### config.mk
export PLATFORM = sky130hd
export DESIGN_NAME = alu_uart_if
export DESIGN_NICKNAME = d
export VERILOG_FILES = /design/src/rtl/alu_pkg.sv /design/src/rtl/alu_op_check.sv /design/src/rtl/alu_uart_if.sv
export SDC_FILE = /design/constraint.sdc
export NUM_CORES = 1
export LEC_CHECK = 0
export ABC_AREA = 1
export BUFFER_PORTS_ARGS = -buffer_cell sky130_fd_sc_hd__buf_2
export CORE_ASPECT_RATIO = 1.2
export CORE_MARGIN = 5
export CORE_UTILIZATION = 30
export CTS_BUF_LIST = sky130_fd_sc_hd__clkbuf_2 sky130_fd_sc_hd__clkbuf_4 sky130_fd_sc_hd__clkbuf_8
export DETAILED_ROUTE_END_ITERATION = 16
export HOLD_SLACK_MARGIN = 0.02
export PLACE_DENSITY_LB_ADDON = 0.1
export SLEW_MARGIN = 10
export SYNTH_ARGS = -nofsm -noshare
export SYNTH_HDL_FRONTEND = slang
export SYNTH_SLANG_ARGS = --single-unit
### constraint.sdc
create_clock -name i_clk -period 1.75 [get_ports i_clk]
set_input_delay 0.0875 -clock i_clk [delete_from_list [all_inputs] [get_ports i_clk]]
set_output_delay 0.0875 -clock i_clk [all_outputs]
set_load 0.02 [all_outputs]
### src/rtl/alu_pkg.sv
// Shared state encoding and opcode constants for the ALU, its UART front end and the bench.
package alu_pkg;

  typedef enum logic [2:0] {
    ST_A    = 3'd0,
    ST_B    = 3'd1,
    ST_OP   = 3'd2,
    ST_EXEC = 3'd3,
    ST_TX   = 3'd4
  } state_e;

  localparam logic [5:0] OP_ADD = 6'b100000;
  localparam logic [5:0] OP_SUB = 6'b100010;
  localparam logic [5:0] OP_AND = 6'b100100;
  localparam logic [5:0] OP_OR  = 6'b100101;
  localparam logic [5:0] OP_XOR = 6'b100110;
  localparam logic [5:0] OP_SRA = 6'b000011;
  localparam logic [5:0] OP_SRL = 6'b000010;
  localparam logic [5:0] OP_NOR = 6'b100111;

endpackage

### src/rtl/alu_op_check.sv
// Combinational opcode-legality decoder; only the eight ALU opcodes are legal.
module alu_op_check
  import alu_pkg::*;
#(
  parameter int NB_OP = 6
) (
  input  logic [NB_OP-1:0] op,
  output logic             legal
);

  // Match the incoming opcode against the supported set
  always_comb begin
    legal = 1'b0;
    case (op)
      NB_OP'(OP_ADD), NB_OP'(OP_SUB), NB_OP'(OP_AND), NB_OP'(OP_OR),
      NB_OP'(OP_XOR), NB_OP'(OP_SRA), NB_OP'(OP_SRL), NB_OP'(OP_NOR): legal = 1'b1;
      default: legal = 1'b0;
    endcase
  end

endmodule

### src/rtl/alu_uart_if.sv
// Byte-serial front end for the ALU: collects A, B and opcode from the UART, runs the ALU and sends the result.
// Define ALU_UART_IF_OP_CHECK_EN to reject unsupported opcodes with a one-cycle o_error pulse.
module alu_uart_if
  import alu_pkg::*;
#(
  parameter int NB_DATA = 8,
  parameter int NB_OP   = 6
) (
  input  logic               i_clk,
  input  logic               i_reset,
  input  logic [NB_DATA-1:0] i_rx_data,
  input  logic               i_rx_done,
  input  logic               i_tx_done,
  input  logic [NB_DATA-1:0] i_alu_result,
  output logic [NB_DATA-1:0] o_data_a,
  output logic [NB_DATA-1:0] o_data_b,
  output logic [NB_OP-1:0]   o_op,
  output logic               o_alu_valid,
  output logic               o_tx_start,
  output logic [NB_DATA-1:0] o_tx_data,
  output logic               o_error
);

  state_e             state_r, state_next_s;
  logic [NB_DATA-1:0] data_a_r, data_a_next_s;
  logic [NB_DATA-1:0] data_b_r, data_b_next_s;
  logic [NB_OP-1:0]   op_r, op_next_s;
  logic [NB_DATA-1:0] tx_data_r, tx_data_next_s;
  logic               alu_valid_r, alu_valid_next_s;
  logic               tx_start_r, tx_start_next_s;
  logic               op_legal_s;

`ifdef ALU_UART_IF_OP_CHECK_EN
  logic error_r;

  alu_op_check #(
    .NB_OP(NB_OP)
  ) u_op_check (
    .op   (i_rx_data[NB_OP-1:0]),
    .legal(op_legal_s)
  );

  // A rejected opcode byte produces a single-cycle error strobe
  always_ff @(posedge i_clk) begin
    if (i_reset) begin
      error_r <= 1'b0;
    end else begin
      error_r <= (state_r == ST_OP) && i_rx_done && !op_legal_s;
    end
  end

  assign o_error = error_r;
`else
  assign op_legal_s = 1'b1;
  assign o_error    = 1'b0;
`endif

  // Next-state and next-output decode; registers hold unless a state acts on them
  always_comb begin
    state_next_s   = state_r;
    data_a_next_s  = data_a_r;
    data_b_next_s  = data_b_r;
    op_next_s      = op_r;
    tx_data_next_s = tx_data_r;
    case (state_r)
      ST_A: begin
        if (i_rx_done) begin
          state_next_s  = ST_B;
          data_a_next_s = i_rx_data;
        end else begin
          state_next_s = ST_A;
        end
      end
      ST_B: begin
        if (i_rx_done) begin
          state_next_s  = ST_OP;
          data_b_next_s = i_rx_data;
        end else begin
          state_next_s = ST_B;
        end
      end
      ST_OP: begin
        if (i_rx_done && op_legal_s) begin
          state_next_s = ST_EXEC;
          op_next_s    = i_rx_data[NB_OP-1:0];
        end else begin
          state_next_s = ST_OP;
        end
      end
      ST_EXEC: begin
        state_next_s   = ST_TX;
        tx_data_next_s = i_alu_result;
      end
      // Received bytes are dropped here, even when they coincide with i_tx_done
      ST_TX: begin
        if (i_tx_done) begin
          state_next_s = ST_A;
        end else begin
          state_next_s = ST_TX;
        end
      end
      default: begin
        state_next_s = ST_A;
      end
    endcase
    alu_valid_next_s = (state_next_s == ST_EXEC);
    tx_start_next_s  = (state_r == ST_EXEC);
  end

  // State and output registers with synchronous reset
  always_ff @(posedge i_clk) begin
    if (i_reset) begin
      state_r     <= ST_A;
      data_a_r    <= {NB_DATA{1'b0}};
      data_b_r    <= {NB_DATA{1'b0}};
      op_r        <= {NB_OP{1'b0}};
      tx_data_r   <= {NB_DATA{1'b0}};
      alu_valid_r <= 1'b0;
      tx_start_r  <= 1'b0;
    end else begin
      state_r     <= state_next_s;
      data_a_r    <= data_a_next_s;
      data_b_r    <= data_b_next_s;
      op_r        <= op_next_s;
      tx_data_r   <= tx_data_next_s;
      alu_valid_r <= alu_valid_next_s;
      tx_start_r  <= tx_start_next_s;
    end
  end

  assign o_data_a    = data_a_r;
  assign o_data_b    = data_b_r;
  assign o_op        = op_r;
  assign o_tx_data   = tx_data_r;
  assign o_alu_valid = alu_valid_r;
  assign o_tx_start  = tx_start_r;

endmodule
# Yosys cells after proc, flatten, opt, wreduce, memory -nomap -nowiden
# Cells that the tools add are included.
[totals]
elab_cells = 21
ff_bits = 35
in_bits = 20
[classes]
n_reduce_logical = 4
eq_ne = 5
mux = 5
[op_table]
columns = ["operator", "count"]
rows = [
  ["3-bit one-hot mux with 5 select lines", 1],
  ["3-bit by 2-bit == test with 1-bit output, second input constant", 3],
  ["2-bit AND reduction", 3],
  ["3-bit by 1-bit == test with 1-bit output, second input constant", 1],
  ["3-bit == test, second input constant", 1],
  ["3-bit logical NOT", 1],
  ["3-bit 2-to-1 mux", 1],
  ["1-bit 2-to-1 mux", 2],
  ["2-bit 2-to-1 mux", 1],
]

# Longest topological paths before layout
[depth]
depth_word = 3
depth_mapped = 6

# Worst setup path before layout
# No wires, ideal clock.
[synth_path]
path_type = "reg-to-reg"
start = "reg state_r[0]"
end = "reg data_a_r[2], in the netlist o_data_a[2]"
slack_ps = 748
stages_incl_launch_ff = 5
required_time_ps = 1618
n_path_buf = 0
setup_time_ps = 132
arrival_ps = 870
cell_sequence = "dfxtp_1 > nor2_2 > nand2_2 > nand2_1 > a21oi_1"
[synth_via]
elab_chain_len = 2
[synth_lines]
columns = ["item", "line_no", "text"]
rows = [
  ["start: declaration", "alu_uart_if.sv:24", "state_e state_r, state_next_s;"],
  ["start signal: assignment", "alu_uart_if.sv:121", "state_r <= state_next_s;"],
  ["3-bit logical NOT", "alu_uart_if.sv:65", "case (state_r)"],
  ["2-bit AND reduction (no source line)", "n/a", ""],
  ["end signal: assignment", "alu_uart_if.sv:114", "data_a_r <= {NB_DATA{1'b0}};"],
  ["end signal: assignment", "alu_uart_if.sv:122", "data_a_r <= data_a_next_s;"],
  ["end: declaration", "alu_uart_if.sv:25", "logic [NB_DATA-1:0] data_a_r, data_a_next_s;"],
]
# No other way between the ends.
# A chain may end at the register's enable or synchronous reset.

# Worst setup path after layout
[layout_path]
start = "reg state_r[1]"
end = "reg data_b_r[6], in the netlist o_data_b[6]"
[layout_via]
elab_chain_len = 2
[layout_lines]
columns = ["item", "line_no", "text"]
rows = [
  ["3-bit by 1-bit == test with 1-bit output", "alu_uart_if.sv:65", ""],
  ["2-bit AND reduction (no source line)", "n/a", ""],
  ["end signal: assignment", "alu_uart_if.sv:115", "data_b_r <= {NB_DATA{1'b0}};"],
  ["end signal: assignment", "alu_uart_if.sv:123", "data_b_r <= data_b_next_s;"],
  ["end: declaration", "alu_uart_if.sv:26", "logic [NB_DATA-1:0] data_b_r, data_b_next_s;"],
]
# No other way between the ends.

==> flow_results.org <==
** Critical path
- Slowest Stage Delay on Critical Path :: 350 ps
- Crit path max-delay cell type :: dfxtp_1
- STA classifies the critical path endpoint as a flop.
- The critical path goes through inv_1 > nand3_1 > nor2_4 > nor2_1 > nor2_1.
- Count of buffering cells on the critical path with inverters included :: 1
- The worst setup path is of the reg -> reg kind.
- STA puts the critical path data arrival time at 1440 ps.
- Among the stages of the critical path, the cell type that occurs most often is nor2_1.
- The worst setup path is launched from a flop.
- For the worst setup path, the data required time is 1970 ps.
- The cell family contributing the most delay on the critical path is simple AND/OR/NAND/NOR gates.
- Along the worst path, the maximum fanout reaches 12.

** GRT
- The total overflow left after global routing is 0.
- Entering global routing, the biggest net connects 17 pins.
- Number of global-route vias before repair :: 1275
- First-pass GRT wire length :: 6.07 mm
- Global routing consumed, over all layers together, 12.5% of the routing resources.
- Number of antenna violations at the first check in global routing :: 0

** STA
- Unrepaired setup endpoints after global routing :: false
- After routing, the total negative slack on setup checks comes to 0 ps.
- For the final database, setup skew stands at 2.83 ps.
- For the finished layout, the period the worst path requires is 1220 ps.
- The count of endpoints failing hold in the final timing report came to 0.
- Of the available clock period, the critical path in the final layout requires 69.8%.
- The max-slew violation count is 0.
- FMAX :: 0.818 GHz
- Final-report setup violation count :: 0

** Cells and area
- Count of nets after finishing :: 255
- Fraction of layout instances using a drive strength above 1 :: 31.4%
- The repair_antennas step left the layout with diodes totalling 0.
- Commonest cells after routing, fill and taps aside :: buf_2, nor2_1, dfxtp_1, nand2_1, nand4_1
- The finished layout holds 294 standard cells, fillers aside.
- Compared with the post-synthesis result, the final layout area differs by 29.2%.
- The library cell used most frequently in the layout, excluding fill and tap cells, is buf_2.

** Clock network
- The clock reaches the later pin of the worst-skew pair after 280 ps.
- Once the clock tree was built, the resizer swapped 0 gates to a different size.
- TritonCTS built the clock tree.
- The H-tree was split into 2 levels.
- Maximum clock insertion buffer count :: 2
- The number of hold buffers added after CTS was 1.
- Clock transition time at the flip-flop clock pins of the worst setup and hold paths :: 70 ps
- Clock tree synthesis found a total of 35 sinks.
- Post-CTS timing repair inserted 0 buffers for setup.
- Clock tree synthesis inserted a total of 5 buffers.
- Clk root buf :: clkbuf_8

** Placed design
- Hpwl dp :: 2.76 mm
- In this run, placement finished with an instance count of 285.
- Total of buffers placed on input and output ports :: 51
- At the end of routability-driven placement, the weighted congestion stood at 0.772.

** Floorplanning
- Die area :: 6130 um^2
- Once the floorplan was initialized, standard cells occupied 30.7% of the core.
- The die is 84.8 um tall.
- Placeable core region :: 4560 um^2
- 53 I/O pins were placed.
- Row Count :: 27
- The floorplan step set the die width to 72.3 um.

** Worst hold path
- The min-delay analysis places its worst path in the category in -> reg.

** Pwr
- Net switching power :: 449 uW
- Share of total power in combinational logic :: 13.8%
- The clock network burns 37.1% of the power.
- Portion of total power attributed to sequential cells :: 49.0%
- For this design the ratio of total power to cell area is 961 nW/um^2.
- For this design the static power due to leakage is 0.000882 uW.
- The worst-case IR drop observed on VDD is 445 uV.
- Internal power comes to 1290 uW.
- Net switching is 25.8% of the power.

** Routing
- The first routing iteration left 97 violations.
- Post-DRT Antenna Nets :: 0
- In the routed layout, each cell is associated on average with a via count of 4.41.
- Met1 wire length :: 1.54 mm
- After detailed routing, the total wire length is 3.54 mm.
- The final route contains 1297 vias.
- Summed over all nets, wire length on met3 after detailed routing comes to 188 um.
- Met2 wire len :: 1.78 mm
- The highest metal layer carrying signal wires in the routed design is met4.
- Average wire length per cell after detail routing :: 12.0 um
- DR DRC count :: 0
- Router iterations before antenna repair :: 4

** Synth
- Sequential share of the synthesized area :: 50.1%
- Yosys printed 0 warnings.
- The cell count after synthesis came out at 182.
- Number of distinct standard cells referenced by the synthesized netlist :: 21
- The average instance in the mapped netlist occupies 7.69 um^2.
- Mapped Nets :: 202
- Netlist Area Pre-Place :: 1400 um^2
- After synthesis the netlist holds a flip-flop and latch count of 35.

** Run status
- Status :: finished clean

** Run
- Number of violations of the max-capacitance limit :: 0
==> logic make-up (layout without fill, tap and decap cells) <==
group	count (synthesis)	in the layout	synth area share (%)
AND/OR/NAND/NOR	105	105	35.7
flip-flops	35	35	50.1
buffers and inverters	22	76	7.16
AO/OA/AOI/OAI	19	19	6.80
other	1	1	0.268
==> cell usage after synthesis <==
| master | instances | area (um^2) |
|---|---|---|
| a21oi_1 | 11 | 55.1 |
| buf_1 | 1 | 3.75 |
| buf_2 | 2 | 10.0 |
| buf_4 | 2 | 15.0 |
| buf_6 | 1 | 11.3 |
| clkbuf_1 | 2 | 7.51 |
| conb_1 | 1 | 3.75 |
| dfxtp_1 | 35 | 701 |
| inv_1 | 10 | 37.5 |
| inv_2 | 4 | 15.0 |
| nand2_1 | 24 | 90.1 |
| nand2_2 | 1 | 6.26 |
| nand3_1 | 11 | 55.1 |
| nand3_2 | 1 | 10.0 |
| nand3b_1 | 1 | 7.51 |
| nand4_1 | 14 | 87.6 |
| nor2_1 | 45 | 169 |
| nor2_2 | 2 | 12.5 |
| nor2_4 | 5 | 56.3 |
| nor3_1 | 1 | 5.00 |
| o21ai_0 | 8 | 40.0 |
==> flip-flops by register name, indices dropped and copies added (netlist names) <==
register     cells
o_tx_data        8
o_alu_valid      1
o_data_b         8
state_r          3
o_tx_start       1
o_data_a         8
o_op             6
==> tightest hold or removal path: cells and delay by family <==
kind | cells | cell delay (ps)
buffers and inverters | 1 | 70
AND/OR/NAND/NOR | 2 | 110
==> metal layers <==
metal / GRT usage (%) / vias up
li1: - / 693
met1: 15.4 / 569
met2: 20.7 / 31
met3: 4.19 / 4
met4: 3.08 / 0
met5: 0 / -
==> area by class of cell <==
cell class / instances / area, um^2
fillers: 518 / 2750
flip-flops and latches: 35 / 701
multi-input cells: 125 / 598
repair buffers: 54 / 280
clock buffers: 8 / 104
well taps: 58 / 72.6
inverters: 14 / 52.6
==> path summary, 6_finish.rpt <==
path                       startpoint                        end  slack, ps  cells past startpoint
max             state_r[1]$_SDFF_PP0_   o_data_b[6]$_SDFFE_PP0P_        530                      5
min                   i_alu_result[7]  o_tx_data[7]$_SDFFE_PP0N_         30                      3
max reg2reg     state_r[1]$_SDFF_PP0_   o_data_b[6]$_SDFFE_PP0P_        530                      5
min reg2reg  o_data_a[3]$_SDFFE_PP0P_   o_data_a[3]$_SDFFE_PP0P_        460                      2
==> stage by stage <==
step                      worst slack (ps)  area [um^2]  hold WS [ps]  total power, uW  utilization, %
after CTS                              506         1810          22.3             1770            39.6
after global routing                   321         1810          35.6             1840            39.6
after global placement                 569         1690           314             1110            37.1
final                                  528         1810          28.0             1740            39.6
after detailed placement               525         1690           314             1110            37.1
after floorplan                        748         1400           157             1030               -
==> power by group through the flow <==
stage          sequential [uW]  combinational (uW)  clock, uW
3_3_place_gp               870                 241          0
5_1_grt                    856                 271        710
6_report                   852                 240        645
3_5_place_dp               870                 242          0
2_1_floorplan              909                 118          0
4_1_cts                    853                 244        674
Power figures use the tool's default switching activity.
